`config.mk`:
```
export PLATFORM = sky130hd
export DESIGN_NAME = i_ddr_deser
export DESIGN_NICKNAME = d
export VERILOG_FILES = /design/src/rtl/i_ddr_deser_pkg.sv /design/src/rtl/i_ddr_cap.sv /design/src/rtl/i_ddr_deser.sv
export SDC_FILE = /design/constraint.sdc
export NUM_CORES = 1
export LEC_CHECK = 0
export ABC_AREA = 0
export CELL_PAD_IN_SITES_DETAIL_PLACEMENT = 0
export CELL_PAD_IN_SITES_GLOBAL_PLACEMENT = 1
export CORE_MARGIN = 3
export CORE_UTILIZATION = 44
export CTS_CLUSTER_DIAMETER = 50
export DETAILED_ROUTE_END_ITERATION = 12
export PLACE_DENSITY_LB_ADDON = 0.1
export SETUP_SLACK_MARGIN = 0.2
export SLEW_MARGIN = 20
export SYNTH_ARGS = -nofsm -noshare
export SYNTH_HDL_FRONTEND = slang
export SYNTH_HIERARCHICAL = 1
export SYNTH_SLANG_ARGS = --single-unit
```
`constraint.sdc`:
```
create_clock -name C -period 2.2 [get_ports C]
set_input_delay 0.22 -clock C [delete_from_list [all_inputs] [get_ports C]]
set_output_delay 0.22 -clock C [all_outputs]
set_load 0.005 [all_outputs]
```
`src/rtl/i_ddr_deser_pkg.sv`:
```
// i_ddr_deser_pkg: shared limits and width helpers for the DDR input deserializer.
//   MAX_WIDTH / MAX_RATIO : legal upper bounds for the WIDTH and RATIO parameters.
//   clog2_min1            : $clog2 clamped to a minimum of 1 bit.
//   cnt_width / off_width : register widths for the word counter and bit offset.
//   params_ok             : elaboration-time legality check for WIDTH/RATIO.
package i_ddr_deser_pkg;

    localparam int unsigned MAX_WIDTH = 16;
    localparam int unsigned MAX_RATIO = 8;

    function automatic int unsigned clog2_min1(input int unsigned n);
        return (n <= 2) ? 1 : $clog2(n);
    endfunction

    // cnt counts 0..RATIO-1
    function automatic int unsigned cnt_width(input int unsigned ratio);
        return clog2_min1(ratio);
    endfunction

    // off counts 0..2*RATIO-1
    function automatic int unsigned off_width(input int unsigned ratio);
        return clog2_min1(2 * ratio);
    endfunction

    function automatic bit params_ok(input int unsigned width, input int unsigned ratio);
        return (width >= 1) && (width <= MAX_WIDTH) && (ratio >= 1) && (ratio <= MAX_RATIO);
    endfunction

endpackage

```
`src/rtl/i_ddr_cap.sv`:
```
// i_ddr_cap: dual-edge capture of one serial lane.
//   C   : clock; D is sampled on both edges.
//   R   : active-low asynchronous clear.
//   D   : serial data bit.
//   pos : D sampled on the rising edge of C (earlier bit of a pair).
//   neg : D sampled on the falling edge of C (later bit of a pair).
module i_ddr_cap (
    input  logic C,
    input  logic R,
    input  logic D,
    output logic pos,
    output logic neg
);

    always_ff @(posedge C or negedge R) begin
        if (!R) begin
            pos <= 1'b0;
        end else begin
            pos <= D;
        end
    end

    always_ff @(negedge C or negedge R) begin
        if (!R) begin
            neg <= 1'b0;
        end else begin
            neg <= D;
        end
    end

endmodule

```
`src/rtl/i_ddr_deser.sv`:
```
// i_ddr_deser: parametrised DDR input deserializer with word-valid strobe and bitslip.
//   C       : clock; D sampled on both edges.
//   R       : active-low asynchronous reset.
//   E       : enable for word assembly, output update and bitslip.
//   D       : WIDTH serial lanes.
//   BITSLIP : on an enabled rising edge, moves the word window one bit older (all lanes).
//   Q       : WIDTH words of 2*RATIO bits; lane c at Q[c*2*RATIO +: 2*RATIO], MSB oldest.
//   Q_VALID : one-cycle pulse when a new word is loaded onto Q.
module i_ddr_deser
    import i_ddr_deser_pkg::*;
#(
    parameter int unsigned WIDTH = 1,
    parameter int unsigned RATIO = 2
) (
    input  logic                     C,
    input  logic                     R,
    input  logic                     E,
    input  logic [WIDTH-1:0]         D,
    input  logic                     BITSLIP,
    output logic [WIDTH*2*RATIO-1:0] Q,
    output logic                     Q_VALID
);

    if (!params_ok(WIDTH, RATIO)) begin : g_param_err
        $error("i_ddr_deser: WIDTH must be 1..%0d and RATIO 1..%0d", MAX_WIDTH, MAX_RATIO);
    end

    localparam int unsigned WORD_W = 2 * RATIO;
    localparam int unsigned HIST_W = 4 * RATIO;
    localparam int unsigned CNT_W  = cnt_width(RATIO);
    localparam int unsigned OFF_W  = off_width(RATIO);

    localparam logic [CNT_W-1:0] CNT_LAST = CNT_W'(RATIO - 1);
    localparam logic [OFF_W-1:0] OFF_LAST = OFF_W'(WORD_W - 1);

    logic [WIDTH-1:0] pos;
    logic [WIDTH-1:0] neg;
    logic [CNT_W-1:0] cnt;
    logic [OFF_W-1:0] off;
    logic             boundary;

    assign boundary = E && (cnt == CNT_LAST);

    // Shared word counter, bit offset and valid strobe.
    always_ff @(posedge C or negedge R) begin
        if (!R) begin
            cnt     <= '0;
            off     <= '0;
            Q_VALID <= 1'b0;
        end else begin
            Q_VALID <= boundary;
            if (E) begin
                cnt <= boundary ? '0 : cnt + 1'b1;
                if (BITSLIP) begin
                    off <= (off == OFF_LAST) ? '0 : off + 1'b1;
                end
            end
        end
    end

    for (genvar c = 0; c < WIDTH; c++) begin : g_ch
        // The top pair of the 4*RATIO-bit history is shifted out without ever being inside
        // a window, so only the lower 4*RATIO-2 bits are stored.
        logic [HIST_W-3:0]  hist;
        logic [HIST_W-1:0]  hist_next;
        logic [WORD_W-1:0]  win;
        logic [WORD_W-1:0]  word;

        i_ddr_cap u_cap (
            .C   (C),
            .R   (R),
            .D   (D[c]),
            .pos (pos[c]),
            .neg (neg[c])
        );

        assign hist_next = {hist, pos[c], neg[c]};
        // Window uses the pre-bitslip offset of this edge.
        assign win       = WORD_W'(hist_next >> off);

        always_ff @(posedge C or negedge R) begin
            if (!R) begin
                hist <= '0;
                word <= '0;
            end else if (E) begin
                hist <= hist_next[HIST_W-3:0];
                if (cnt == CNT_LAST) begin
                    word <= win;
                end
            end
        end

        assign Q[c*WORD_W +: WORD_W] = word;
    end

endmodule

```
# After elaboration in Yosys (flattened, before gate mapping)
# Index checks and enable logic that the tools add are counted.
[totals] reg_bits=16 in_bits=5 out_inout_bits=5
[op_classes] n_eq_ne=1 n_shift=1 n_mux=2 add_sub_neg=2 n_reduce_logical=3
[ops] operator="$shr 8x2->4" count=1
[ops] operator="$reduce_and 2->1" count=2
[ops] operator="$add 2x1->2 const B" count=1
[ops] operator="$eq 2x2->1 const B" count=1
[ops] operator="$mux 2" count=1
[ops] operator="$add 1x1->1 const B" count=1
[ops] operator="$logic_and 1x1->1" count=1
[ops] operator="$mux 1" count=1

# Logic depth before layout (Yosys ltp)
# Gate-level depths: netlist (run 1).
[logic_depth] ltp_word=2 mapped_depth=3 ltp_nobuf=3

# Modules after synthesis
# Netlist (run 1), hierarchy kept.
[by_module_without_submodules] module="i_ddr_deser" seq_area_each_um2=325.3 cells_per_inst=43 n_inst=1 area_per_inst_um2=618.1
[by_module_without_submodules] module="i_ddr_cap" seq_area_each_um2=50.0 cells_per_inst=2 n_inst=1 area_per_inst_um2=50.0

==> results of run 1 <==
[power groups by stage]
stage / registers, mW / clock network (mW) / logic [mW]
after CTS: 0.449 / 0.162 / 0.307
after detailed placement: 0.455 / 0 / 0.304
after floorplan: 0.405 / 0 / 0.234
final: 0.447 / 0.152 / 0.303
after global routing: 0.462 / 0.179 / 0.331
after global placement: 0.444 / 0 / 0.298
[worst max-delay path, stage by stage (launching register included)]
cell and delay (ns):
sky130_fd_sc_hd__dfrtn_1 0.41, sky130_fd_sc_hd__mux2i_1 0.07, sky130_fd_sc_hd__o221ai_1 0.19
[kinds of logic (layout without fill, tap and decap cells)]
kind of cell	after synthesis	in the layout
flops	15	15
mux	12	12
compound gates	8	8
simple gates	5	5
buf+inv	3	14
fa+ha+maj	1	1
xor+xnor	1	1
[flip-flops by register name (all words and copies together) (netlist names)]
register and count:
Q 4, g_ch.u_cap/pos 1, off 2, g_ch.u_cap/neg 1, cnt 1, Q_VALID 1
g_ch.hist 5
[synth_stat cells]
master and number:
sky130_fd_sc_hd__a21bo_2 4, sky130_fd_sc_hd__and2_1 1, sky130_fd_sc_hd__buf_2 1, sky130_fd_sc_hd__buf_4 1
sky130_fd_sc_hd__buf_6 1, sky130_fd_sc_hd__dfrtn_1 1, sky130_fd_sc_hd__dfrtp_1 14, sky130_fd_sc_hd__ha_1 1
sky130_fd_sc_hd__mux2_1 2, sky130_fd_sc_hd__mux2_2 1, sky130_fd_sc_hd__mux2_4 4, sky130_fd_sc_hd__mux2i_1 5
sky130_fd_sc_hd__nand2_2 1, sky130_fd_sc_hd__nand3_1 1, sky130_fd_sc_hd__nand3b_1 1, sky130_fd_sc_hd__nor2_1 1
sky130_fd_sc_hd__o221ai_1 4, sky130_fd_sc_hd__xor2_1 1
[routing by layer]
layer / vias up / part of all wire, %
met5: - / 0
met2: 7 / 47
met4: 0 / 1.1
li1: 189 / -
met3: 2 / 3.8
met1: 193 / 47
[final cells by class]
class / instances / area, um2 / share of cell area, %
flip-flops and latches: 15 / 375 / 47.7
multi-input cells: 27 / 269 / 34.2
repair buffers: 10 / 97.6 / 12.4
clock buffers: 4 / 26.3 / 3.34
well taps: 15 / 18.8 / 2.38
[worst max path at each step]
stage,end,slack [ns]
floorplan,Q[0]$_DFFE_PN0P_,0.40
finish,Q[0]$_DFFE_PN0P_,0.36
CTS,Q[0]$_DFFE_PN0P_,0.36
global route,Q[0]$_DFFE_PN0P_,0.33
detailed placement,g_ch[0].u_cap/neg$_DFF_NN0_,0.28
global placement,g_ch[0].u_cap/neg$_DFF_NN0_,0.30
==> impl_metrics.prom, run 1 <==
# TYPE chip_impl_metric gauge
chip_impl_metric{name="synthesis.area_per_instance",unit="um2"} 14.8
chip_impl_metric{name="gr-usage-met1",unit="%"} 18.9
chip_impl_metric{name="ys_seq_area_share",unit="%"} 56.2
chip_impl_info{name="cts_root_buf",value="sky130_fd_sc_hd__clkbuf_4"} 1
chip_impl_metric{name="area_growth_from_synthesis_to_layout",unit="%"} 17.8
chip_impl_metric{name="power_frac_clock",unit="%"} 16.8
chip_impl_metric{name="critPathMaxFanout",unit=""} 2
chip_impl_info{name="synth_top_family_by_area",value="multiplexers"} 1
chip_impl_info{name="most-common-layout-cells",value="sky130_fd_sc_hd__dfrtp_1, sky130_fd_sc_hd__clkdlybuf4s50_1, sky130_fd_sc_hd__mux2i_1"} 1
chip_impl_metric{name="number_of_diodes_added_for_antenna_fixing",unit=""} 0
chip_impl_metric{name="met3_track_usage_gr",unit="%"} 4.78
chip_impl_metric{name="max-cap-violations",unit=""} 0
chip_impl_metric{name="total_net_switching_power",unit="mW"} 0.268
chip_impl_metric{name="grt_pass1_vias",unit=""} 400
chip_impl_metric{name="fin_setup_tns",unit="ns"} 0
chip_impl_metric{name="grt_util_all_layers",unit="%"} 14.6
chip_impl_metric{name="report.final.slew_viol_count",unit=""} 0
chip_impl_metric{name="drc",unit=""} 0
chip_impl_metric{name="tightest_slew",unit="ns"} 0.649
chip_impl_metric{name="yosys_warnings",unit=""} 6
chip_impl_metric{name="intPower",unit="mW"} 0.634
chip_impl_metric{name="post_detailed_routing_wire_length",unit="um"} 1120
chip_impl_metric{name="place_inst",unit=""} 67
chip_impl_info{name="crit-reg2reg-capture",value="Q[0]$_DFFE_PN0P_"} 1
chip_impl_metric{name="overflow",unit=""} 0
chip_impl_metric{name="finish.net_count",unit=""} 63
chip_impl_metric{name="detail-route-antenna-nets",unit=""} 0
chip_impl_metric{name="complex_gate_fraction_of_the_synthesized_area",unit="%"} 11.2
chip_impl_metric{name="power_density",unit="nW/um2"} 1150
chip_impl_metric{name="clock_path_buffers",unit=""} 2
chip_impl_info{name="timing.critical_path.to_type",value="flip-flop"} 1
chip_impl_metric{name="finalNonFillerCells",unit=""} 71
chip_impl_metric{name="timing.critical_path.arrival",unit="ns"} 2.04
chip_impl_metric{name="post-layout-total-power",unit="mW"} 0.902
chip_impl_info{name="startpoint_type",value="flip-flop"} 1
chip_impl_metric{name="firstDrtPassIters",unit=""} 4
chip_impl_info{name="netlist.top_cell.by_area",value="sky130_fd_sc_hd__dfrtp_1"} 1
chip_impl_metric{name="gp_congestion",unit=""} 0.732
chip_impl_info{name="critPathLaunch",value="g_ch[0].u_cap/neg$_DFF_NN0_"} 1
chip_impl_metric{name="final_hold_slack",unit="ns"} 0.335
chip_impl_metric{name="least_setup_slack_across_all_paths_after_layout",unit="ns"} 0.357
chip_impl_metric{name="synth_top_cell_area_share",unit="%"} 52.4
chip_impl_metric{name="pre_cts_ws",unit="ns"} 0.276
chip_impl_metric{name="synth_cell_types",unit=""} 18
chip_impl_metric{name="cp_data_required_time",unit="ns"} 2.40
chip_impl_metric{name="share_of_layout_cells_above_drive_strength_1",unit="%"} 25.0
chip_impl_metric{name="grt.met2_usage",unit="%"} 20.1
chip_impl_metric{name="rr_worst_depth",unit=""} 2
chip_impl_metric{name="synthMuxAreaShare",unit="%"} 21.5
chip_impl_metric{name="maxSlewHeadroom",unit="%"} 56.6
chip_impl_metric{name="cts_setup_buffers",unit=""} 0
chip_impl_info{name="final_common_cell",value="sky130_fd_sc_hd__dfrtp_1"} 1
chip_impl_metric{name="routed-via-count",unit=""} 391
chip_impl_metric{name="die_span_in_x",unit="um"} 45.0
chip_impl_metric{name="yosys.area_share.simple",unit="%"} 4.31
chip_impl_info{name="tritoncts",value="done"} 1
chip_impl_metric{name="synth_nets",unit=""} 51
chip_impl_metric{name="grt_antenna_before_repair",unit=""} 0
chip_impl_metric{name="initial_utilization",unit="%"} 48.9
chip_impl_metric{name="core-area",unit="um2"} 1370
chip_impl_metric{name="adder_cell_share_of_the_synthesized_area",unit="%"} 1.87
chip_impl_info{name="rr_startpoint",value="g_ch[0].u_cap/neg$_DFF_NN0_"} 1
chip_impl_metric{name="placed_area",unit="um2"} 761
chip_impl_metric{name="detail_route.vias_per_cell",unit=""} 5.51
chip_impl_info{name="run_status",value="completed"} 1
chip_impl_metric{name="tritoncts_num_sinks",unit=""} 15
chip_impl_metric{name="insertion_delay",unit="ns"} 0.28
chip_impl_metric{name="wl_per_cell",unit="um"} 15.8
chip_impl_metric{name="p_sw_share",unit="%"} 29.7
chip_impl_metric{name="r2r_setup_slack",unit="ns"} 0.36
chip_impl_metric{name="die_area",unit="um2"} 2020
chip_impl_metric{name="finish_stage_setup_viols",unit=""} 0
chip_impl_metric{name="ys_seq_elements",unit=""} 15
chip_impl_metric{name="path_clk_slew",unit="ns"} 0.08
chip_impl_metric{name="placement_rows",unit=""} 13
chip_impl_info{name="critPathKind",value="reg -> reg"} 1
chip_impl_metric{name="final.setup_skew",unit="ns"} 0.00449
chip_impl_metric{name="detail_route.iter0.violations",unit=""} 7
chip_impl_metric{name="final_design_area_no_fill",unit="um2"} 787
chip_impl_metric{name="cts_inserted_buffers",unit=""} 3
chip_impl_metric{name="cts_resized",unit=""} 0
chip_impl_metric{name="sequential_fraction_of_design_power",unit="%"} 49.6
chip_impl_metric{name="peakVddDrop",unit="uV"} 547
chip_impl_metric{name="grt_first_pass_wirelength",unit="um"} 1970
chip_impl_metric{name="htree_levels",unit=""} 1
chip_impl_metric{name="mappedNetlistArea",unit="um2"} 668
chip_impl_metric{name="ioPinCount",unit=""} 10
chip_impl_metric{name="buffer_ports.inserted",unit=""} 9
chip_impl_metric{name="finalCoreUtilization",unit="%"} 57.6
chip_impl_info{name="rsz_0062_raised_after_global_routing",value="no"} 1
chip_impl_info{name="grt_busiest_layer",value="met2"} 1
chip_impl_info{name="synth_top_cells_by_area",value="sky130_fd_sc_hd__dfrtp_1, sky130_fd_sc_hd__mux2_4, sky130_fd_sc_hd__mux2i_1, sky130_fd_sc_hd__a21bo_2, sky130_fd_sc_hd__o221ai_1"} 1
chip_impl_metric{name="final.fill_count",unit=""} 120
chip_impl_metric{name="comb_power_share",unit="%"} 33.6
chip_impl_metric{name="grt_start_max_net_pins",unit=""} 15
chip_impl_metric{name="post_synth_xor_area_fraction",unit="%"} 1.31
chip_impl_metric{name="finalHoldViolations",unit=""} 0
chip_impl_metric{name="detailed_place_hpwl",unit="um"} 821
chip_impl_metric{name="cts_hold_buf",unit=""} 0
chip_impl_metric{name="power.leakage",unit="nW"} 0.355
chip_impl_metric{name="die_height",unit="um"} 45.0
chip_impl_info{name="min_path_type",value="in -> async"} 1
chip_impl_metric{name="synth_cells",unit=""} 45
No activity file was read; power rests on OpenSTA's default activity.
==> run 2, diff against run 1 <==
--- a/config.mk
+++ b/config.mk
@@ -9,7 +9,7 @@
 export CELL_PAD_IN_SITES_DETAIL_PLACEMENT = 0
 export CELL_PAD_IN_SITES_GLOBAL_PLACEMENT = 1
 export CORE_MARGIN = 3
-export CORE_UTILIZATION = 44
+export CORE_UTILIZATION = 37
 export CTS_CLUSTER_DIAMETER = 50
 export DETAILED_ROUTE_END_ITERATION = 12
 export PLACE_DENSITY_LB_ADDON = 0.1
==> constraint.sdc (replaced) <==
create_clock -name C -period 1.62 [get_ports C]
set_input_delay 0.162 -clock C [delete_from_list [all_inputs] [get_ports C]]
set_output_delay 0.162 -clock C [all_outputs]
set_load 0.005 [all_outputs]
==> impl_metrics.prom, run 2 (synthesis gave the netlist of run 1 again) <==
# TYPE chip_impl_metric gauge
chip_impl_metric{name="cts_hold_buf",unit=""} 0
chip_impl_metric{name="area_growth_from_synthesis_to_layout",unit="%"} 20.6
chip_impl_info{name="critPathKind",value="reg -> reg"} 1
chip_impl_metric{name="grt_util_all_layers",unit="%"} 10.8
chip_impl_metric{name="final_hold_slack",unit="ns"} 0.267
chip_impl_info{name="rsz_0062_raised_after_global_routing",value="yes"} 1
chip_impl_metric{name="r2r_setup_slack",unit="ns"} 0.04
chip_impl_metric{name="gp_congestion",unit=""} 0.800
chip_impl_metric{name="finalCoreUtilization",unit="%"} 50.5
chip_impl_metric{name="power_frac_clock",unit="%"} 17.4
chip_impl_info{name="min_path_type",value="in -> async"} 1
chip_impl_metric{name="rr_worst_depth",unit=""} 2
chip_impl_metric{name="cts_setup_buffers",unit=""} 0
chip_impl_info{name="run_status",value="completed"} 1
chip_impl_metric{name="fin_setup_tns",unit="ns"} 0
chip_impl_metric{name="detailed_place_hpwl",unit="um"} 856
chip_impl_metric{name="intPower",unit="mW"} 0.861
chip_impl_info{name="startpoint_type",value="flip-flop"} 1
chip_impl_metric{name="tritoncts_num_sinks",unit=""} 15
chip_impl_metric{name="power.leakage",unit="nW"} 0.360
chip_impl_info{name="tritoncts",value="done"} 1
chip_impl_metric{name="placement_rows",unit=""} 14
chip_impl_metric{name="cts_inserted_buffers",unit=""} 3
chip_impl_metric{name="tightest_slew",unit="ns"} 0.313
chip_impl_metric{name="die_area",unit="um2"} 2350
chip_impl_info{name="critPathLaunch",value="g_ch[0].u_cap/neg$_DFF_NN0_"} 1
chip_impl_metric{name="firstDrtPassIters",unit=""} 4
chip_impl_metric{name="timing.critical_path.arrival",unit="ns"} 1.77
chip_impl_info{name="most-common-layout-cells",value="sky130_fd_sc_hd__dfrtp_1, sky130_fd_sc_hd__clkdlybuf4s50_1, sky130_fd_sc_hd__mux2i_1"} 1
chip_impl_metric{name="number_of_diodes_added_for_antenna_fixing",unit=""} 0
chip_impl_metric{name="grt_antenna_before_repair",unit=""} 0
chip_impl_metric{name="post_detailed_routing_wire_length",unit="um"} 1140
chip_impl_metric{name="die_span_in_x",unit="um"} 48.5
chip_impl_metric{name="share_of_layout_cells_above_drive_strength_1",unit="%"} 26.3
chip_impl_metric{name="finalHoldViolations",unit=""} 0
chip_impl_metric{name="wl_per_cell",unit="um"} 14.1
chip_impl_info{name="worstSetupEndpoint",value="Q[0]$_DFFE_PN0P_"} 1
chip_impl_metric{name="least_setup_slack_across_all_paths_after_layout",unit="ns"} 0.0449
chip_impl_metric{name="finish_stage_setup_viols",unit=""} 0
chip_impl_metric{name="power_density",unit="nW/um2"} 1520
chip_impl_metric{name="detail-route-antenna-nets",unit=""} 0
chip_impl_metric{name="ioPinCount",unit=""} 10
chip_impl_metric{name="drc",unit=""} 0
chip_impl_info{name="crit-reg2reg-capture",value="Q[0]$_DFFE_PN0P_"} 1
chip_impl_metric{name="comb_power_share",unit="%"} 33.4
chip_impl_metric{name="overflow",unit=""} 0
chip_impl_metric{name="finish.net_count",unit=""} 64
chip_impl_metric{name="path_clk_slew",unit="ns"} 0.09
chip_impl_metric{name="grt_pass1_vias",unit=""} 426
chip_impl_metric{name="peakVddDrop",unit="uV"} 771
chip_impl_metric{name="max-cap-violations",unit=""} 0
chip_impl_metric{name="place_inst",unit=""} 77
chip_impl_metric{name="final_design_area_no_fill",unit="um2"} 806
chip_impl_metric{name="critPathMaxFanout",unit=""} 2
chip_impl_metric{name="insertion_delay",unit="ns"} 0.28
chip_impl_metric{name="detail_route.vias_per_cell",unit=""} 4.93
chip_impl_metric{name="maxSlewHeadroom",unit="%"} 79.2
chip_impl_metric{name="p_sw_share",unit="%"} 29.9
chip_impl_metric{name="finalNonFillerCells",unit=""} 81
chip_impl_metric{name="initial_utilization",unit="%"} 41.9
chip_impl_info{name="timing.critical_path.to_type",value="flip-flop"} 1
chip_impl_metric{name="final.setup_skew",unit="ns"} 0.00601
chip_impl_info{name="largest-register",value="g_ch.hist"} 1
chip_impl_metric{name="core-area",unit="um2"} 1590
chip_impl_metric{name="die_height",unit="um"} 48.5
chip_impl_metric{name="total_net_switching_power",unit="mW"} 0.367
chip_impl_metric{name="report.final.slew_viol_count",unit=""} 0
chip_impl_info{name="rr_startpoint",value="g_ch[0].u_cap/neg$_DFF_NN0_"} 1
chip_impl_metric{name="clock_path_buffers",unit=""} 2
chip_impl_metric{name="detail_route.iter0.violations",unit=""} 3
chip_impl_metric{name="htree_levels",unit=""} 1
chip_impl_metric{name="routed-via-count",unit=""} 399
chip_impl_metric{name="sequential_fraction_of_design_power",unit="%"} 49.3
chip_impl_info{name="final_common_cell",value="sky130_fd_sc_hd__dfrtp_1"} 1
chip_impl_metric{name="grt_first_pass_wirelength",unit="um"} 1940
chip_impl_metric{name="cts_resized",unit=""} 0
chip_impl_metric{name="placed_area",unit="um2"} 779
chip_impl_metric{name="post-layout-total-power",unit="mW"} 1.23
chip_impl_metric{name="cp_data_required_time",unit="ns"} 1.81
chip_impl_metric{name="pre_cts_ws",unit="ns"} 0.0448
chip_impl_metric{name="buffer_ports.inserted",unit=""} 9
chip_impl_metric{name="grt_start_max_net_pins",unit=""} 15
chip_impl_metric{name="largest_register_ffs",unit=""} 5
chip_impl_info{name="cts_root_buf",value="sky130_fd_sc_hd__clkbuf_4"} 1
run 2: final cells by class:
cell class	count	area [um2]
sequential	15	375
tap	24	30.0
multi-input combinational	27	269
timing repair buffer	11	105
clock buffer	4	26.3
fill	139	788
run 2: repair_timing:
item                                    CTS  global route
endpoints found under the setup margin    2             2
gates cloned                              0             0
endpoints found under the hold margin     0             0
run 2: critical path: stages (launching register included):
cell and delay (ns):
sky130_fd_sc_hd__dfrtn_1 0.41, sky130_fd_sc_hd__mux2i_1 0.07, sky130_fd_sc_hd__o221ai_1 0.20
run 2: per-layer routing:
layer / global-route usage (%) / share of wire, %
met2: 18.1 / 49
met5: 0 / 0
met4: 5.69 / 0
met3: 1.84 / 3.5
met1: 13.4 / 47
run 2: worst min-delay path by stage:
stage                                           start                     endpoint  cells after the start
after global routing                                R             Q[2]$_DFFE_PN0P_                      2
final                                               R             Q[2]$_DFFE_PN0P_                      2
after detailed placement  g_ch[0].hist[4]$_DFFE_PN0P_  g_ch[0].hist[4]$_DFFE_PN0P_                      1
after global placement    g_ch[0].u_cap/pos$_DFF_PN0_  g_ch[0].hist[1]$_DFFE_PN0P_                      1
after CTS                                           R             Q[2]$_DFFE_PN0P_                      2
after floorplan                                     R             Q[0]$_DFFE_PN0P_                      0
run 2: power groups by stage:
stage | sequential (mW) | combinational, mW | clock (mW)
2_1_floorplan | 0.551 | 0.318 | 0
3_3_place_gp | 0.607 | 0.410 | 0
3_5_place_dp | 0.616 | 0.416 | 0
4_1_cts | 0.608 | 0.418 | 0.223
5_1_grt | 0.626 | 0.452 | 0.237
6_report | 0.606 | 0.410 | 0.213
==> run 3, diff against run 2 <==
--- a/config.mk
+++ b/config.mk
@@ -9,7 +9,7 @@
 export CELL_PAD_IN_SITES_DETAIL_PLACEMENT = 0
 export CELL_PAD_IN_SITES_GLOBAL_PLACEMENT = 1
 export CORE_MARGIN = 3
-export CORE_UTILIZATION = 37
+export CORE_UTILIZATION = 41
 export CTS_CLUSTER_DIAMETER = 50
 export DETAILED_ROUTE_END_ITERATION = 12
 export PLACE_DENSITY_LB_ADDON = 0.1
==> constraint.sdc (replaced) <==
create_clock -name C -period 1.8 [get_ports C]
set_input_delay 0.18 -clock C [delete_from_list [all_inputs] [get_ports C]]
set_output_delay 0.18 -clock C [all_outputs]
set_load 0.005 [all_outputs]
==> impl_metrics.prom, run 3 (synthesis gave the netlist of run 1 again) <==
# TYPE chip_impl_metric gauge
chip_impl_metric{name="overflow",unit=""} 0
chip_impl_info{name="cp_slowest_cell",value="sky130_fd_sc_hd__dfrtn_1"} 1
chip_impl_metric{name="rr_worst_depth",unit=""} 2
chip_impl_metric{name="critPathMaxFanout",unit=""} 2
chip_impl_metric{name="report.final.slew_viol_count",unit=""} 0
chip_impl_metric{name="die_area",unit="um2"} 2150
chip_impl_metric{name="number_of_diodes_added_for_antenna_fixing",unit=""} 0
chip_impl_metric{name="power.leakage",unit="nW"} 0.365
chip_impl_info{name="worstSetupEndpoint",value="Q[0]$_DFFE_PN0P_"} 1
chip_impl_metric{name="detailed_place_hpwl",unit="um"} 873
chip_impl_metric{name="post_detailed_routing_wire_length",unit="um"} 1150
chip_impl_info{name="timing.critical_path.to_type",value="flip-flop"} 1
chip_impl_metric{name="finish_stage_setup_viols",unit=""} 0
chip_impl_info{name="critPathLaunch",value="g_ch[0].u_cap/neg$_DFF_NN0_"} 1
chip_impl_metric{name="buffer_ports.inserted",unit=""} 9
chip_impl_metric{name="routed-via-count",unit=""} 407
chip_impl_metric{name="core-area",unit="um2"} 1420
chip_impl_metric{name="grt_util_all_layers",unit="%"} 13.1
chip_impl_metric{name="grt_pass1_vias",unit=""} 420
chip_impl_metric{name="placed_area",unit="um2"} 776
chip_impl_metric{name="firstDrtPassIters",unit=""} 4
chip_impl_metric{name="wl_per_cell",unit="um"} 15.8
chip_impl_metric{name="cts_hold_buf",unit=""} 0
chip_impl_metric{name="cts_resized",unit=""} 0
chip_impl_info{name="tritoncts",value="done"} 1
chip_impl_metric{name="finish.net_count",unit=""} 65
chip_impl_metric{name="power_density",unit="nW/um2"} 1380
chip_impl_metric{name="insertion_delay",unit="ns"} 0.28
chip_impl_metric{name="cts_inserted_buffers",unit=""} 3
chip_impl_metric{name="ioPinCount",unit=""} 10
chip_impl_metric{name="peakVddDrop",unit="uV"} 737
chip_impl_metric{name="maxSlewHeadroom",unit="%"} 78.5
chip_impl_info{name="min_path_type",value="in -> async"} 1
chip_impl_info{name="cts_root_buf",value="sky130_fd_sc_hd__clkbuf_4"} 1
chip_impl_metric{name="fin_setup_tns",unit="ns"} 0
chip_impl_info{name="final_common_cell",value="sky130_fd_sc_hd__dfrtp_1"} 1
chip_impl_info{name="largest-register",value="g_ch.hist"} 1
chip_impl_metric{name="area_growth_from_synthesis_to_layout",unit="%"} 20.0
chip_impl_metric{name="tightest_slew",unit="ns"} 0.322
chip_impl_info{name="path_delay_family",value="flip-flops"} 1
chip_impl_metric{name="critical_path_depth",unit=""} 2
chip_impl_info{name="rsz_0062_raised_after_global_routing",value="yes"} 1
chip_impl_info{name="crit-reg2reg-capture",value="Q[0]$_DFFE_PN0P_"} 1
chip_impl_metric{name="critical_path.n_buffers_inverters",unit=""} 0
chip_impl_metric{name="finalHoldViolations",unit=""} 0
chip_impl_metric{name="share_of_layout_cells_above_drive_strength_1",unit="%"} 27.6
chip_impl_metric{name="gp_congestion",unit=""} 0.808
chip_impl_metric{name="final_design_area_no_fill",unit="um2"} 802
chip_impl_metric{name="detail_route.vias_per_cell",unit=""} 5.58
chip_impl_metric{name="max-cap-violations",unit=""} 0
chip_impl_metric{name="grt_start_max_net_pins",unit=""} 15
chip_impl_metric{name="drc",unit=""} 0
chip_impl_metric{name="detail-route-antenna-nets",unit=""} 0
chip_impl_metric{name="die_height",unit="um"} 46.4
chip_impl_metric{name="placement_rows",unit=""} 13
chip_impl_metric{name="largest_register_ffs",unit=""} 5
chip_impl_info{name="startpoint_type",value="flip-flop"} 1
chip_impl_metric{name="clock_path_buffers",unit=""} 2
chip_impl_metric{name="grt_antenna_before_repair",unit=""} 0
chip_impl_metric{name="r2r_setup_slack",unit="ns"} 0.12
chip_impl_info{name="rr_startpoint",value="g_ch[0].u_cap/neg$_DFF_NN0_"} 1
chip_impl_info{name="run_status",value="completed"} 1
chip_impl_info{name="most-common-layout-cells",value="sky130_fd_sc_hd__dfrtp_1, sky130_fd_sc_hd__clkdlybuf4s50_1, sky130_fd_sc_hd__mux2i_1"} 1
chip_impl_metric{name="grt_first_pass_wirelength",unit="um"} 1940
chip_impl_metric{name="htree_levels",unit=""} 1
chip_impl_info{name="crit_path_cell_trace",value="mux2i_1, o221ai_1"} 1
chip_impl_metric{name="timing.critical_path.arrival",unit="ns"} 1.88
chip_impl_metric{name="initial_utilization",unit="%"} 47.2
chip_impl_metric{name="final.setup_skew",unit="ns"} 0.00416
chip_impl_metric{name="tritoncts_num_sinks",unit=""} 15
chip_impl_metric{name="path_clk_slew",unit="ns"} 0.09
chip_impl_metric{name="die_span_in_x",unit="um"} 46.4
chip_impl_metric{name="max_stage_delay",unit="ns"} 0.42
chip_impl_metric{name="cp_data_required_time",unit="ns"} 2.00
chip_impl_info{name="critPathKind",value="reg -> reg"} 1
chip_impl_metric{name="detail_route.iter0.violations",unit=""} 14
## run 3: worst min-delay path by stage
stage / startpoint / to / depth (start not counted)
finish: R / Q[0]$_DFFE_PN0P_ / 2
global route: R / off[0]$_DFFE_PN0P_ / 2
CTS: R / Q[0]$_DFFE_PN0P_ / 2
detailed placement: g_ch[0].hist[4]$_DFFE_PN0P_ / g_ch[0].hist[4]$_DFFE_PN0P_ / 1
global placement: g_ch[0].hist[3]$_DFFE_PN0P_ / g_ch[0].hist[3]$_DFFE_PN0P_ / 1
floorplan: R / Q[0]$_DFFE_PN0P_ / 0
## run 3: area by class of cell
type | count | area [um2]
Sequential cell | 15 | 375
Fill cell | 123 | 613
Timing Repair Buffer | 12 | 113
Tap cell | 15 | 18.8
Clock buffer | 4 | 26.3
Multi-Input combinational cell | 27 | 269
## run 3: timing repair
| item | 4_1_cts | 5_1_grt |
|---|---|---|
| setup buffers | 0 | 0 |
| endpoints found under the setup margin | 2 | 2 |
| pin swaps | 1 | 0 |
## run 3: power by group
group	leakage, nW	switching [mW]	internal [mW]	total, mW
combinational	0.170	0.121	0.253	0.374
sequential	0.180	0.107	0.439	0.545
clock	0.0150	0.103	0.0860	0.189
total	0.365	0.330	0.778	1.11
## run 3: through the flow
| stage | hold slack, ns | utilization, % | cells | power [mW] | setup WS, ns |
|---|---|---|---|---|---|
| 6_report | 0.296 | 56.7 | 73 | 1.11 | 0.117 |
| 5_1_grt | 0.316 | 56.7 | 73 | 1.19 | 0.0427 |
| 4_1_cts | 0.303 | 56.7 | 73 | 1.12 | 0.115 |
| 3_5_place_dp | 0.505 | 54.8 | 69 | 0.929 | 0.0966 |
| 3_3_place_gp | 0.493 | 54.8 | 69 | 0.915 | 0.140 |
| 2_1_floorplan | -0.116 | - | 45 | 0.782 | 0.203 |
## run 3: routing by layer
layer / part of all wire (%) / GRT usage [%] / up-vias / wire length (um)
met5: 0 / 0 / - / 0
met1: 45 / 15.5 / 207 / 518
met4: 1.0 / 5.11 / 0 / 12
li1: - / - / 190 / -
met2: 50 / 22.3 / 8 / 573
met3: 4.0 / 3.52 / 2 / 46
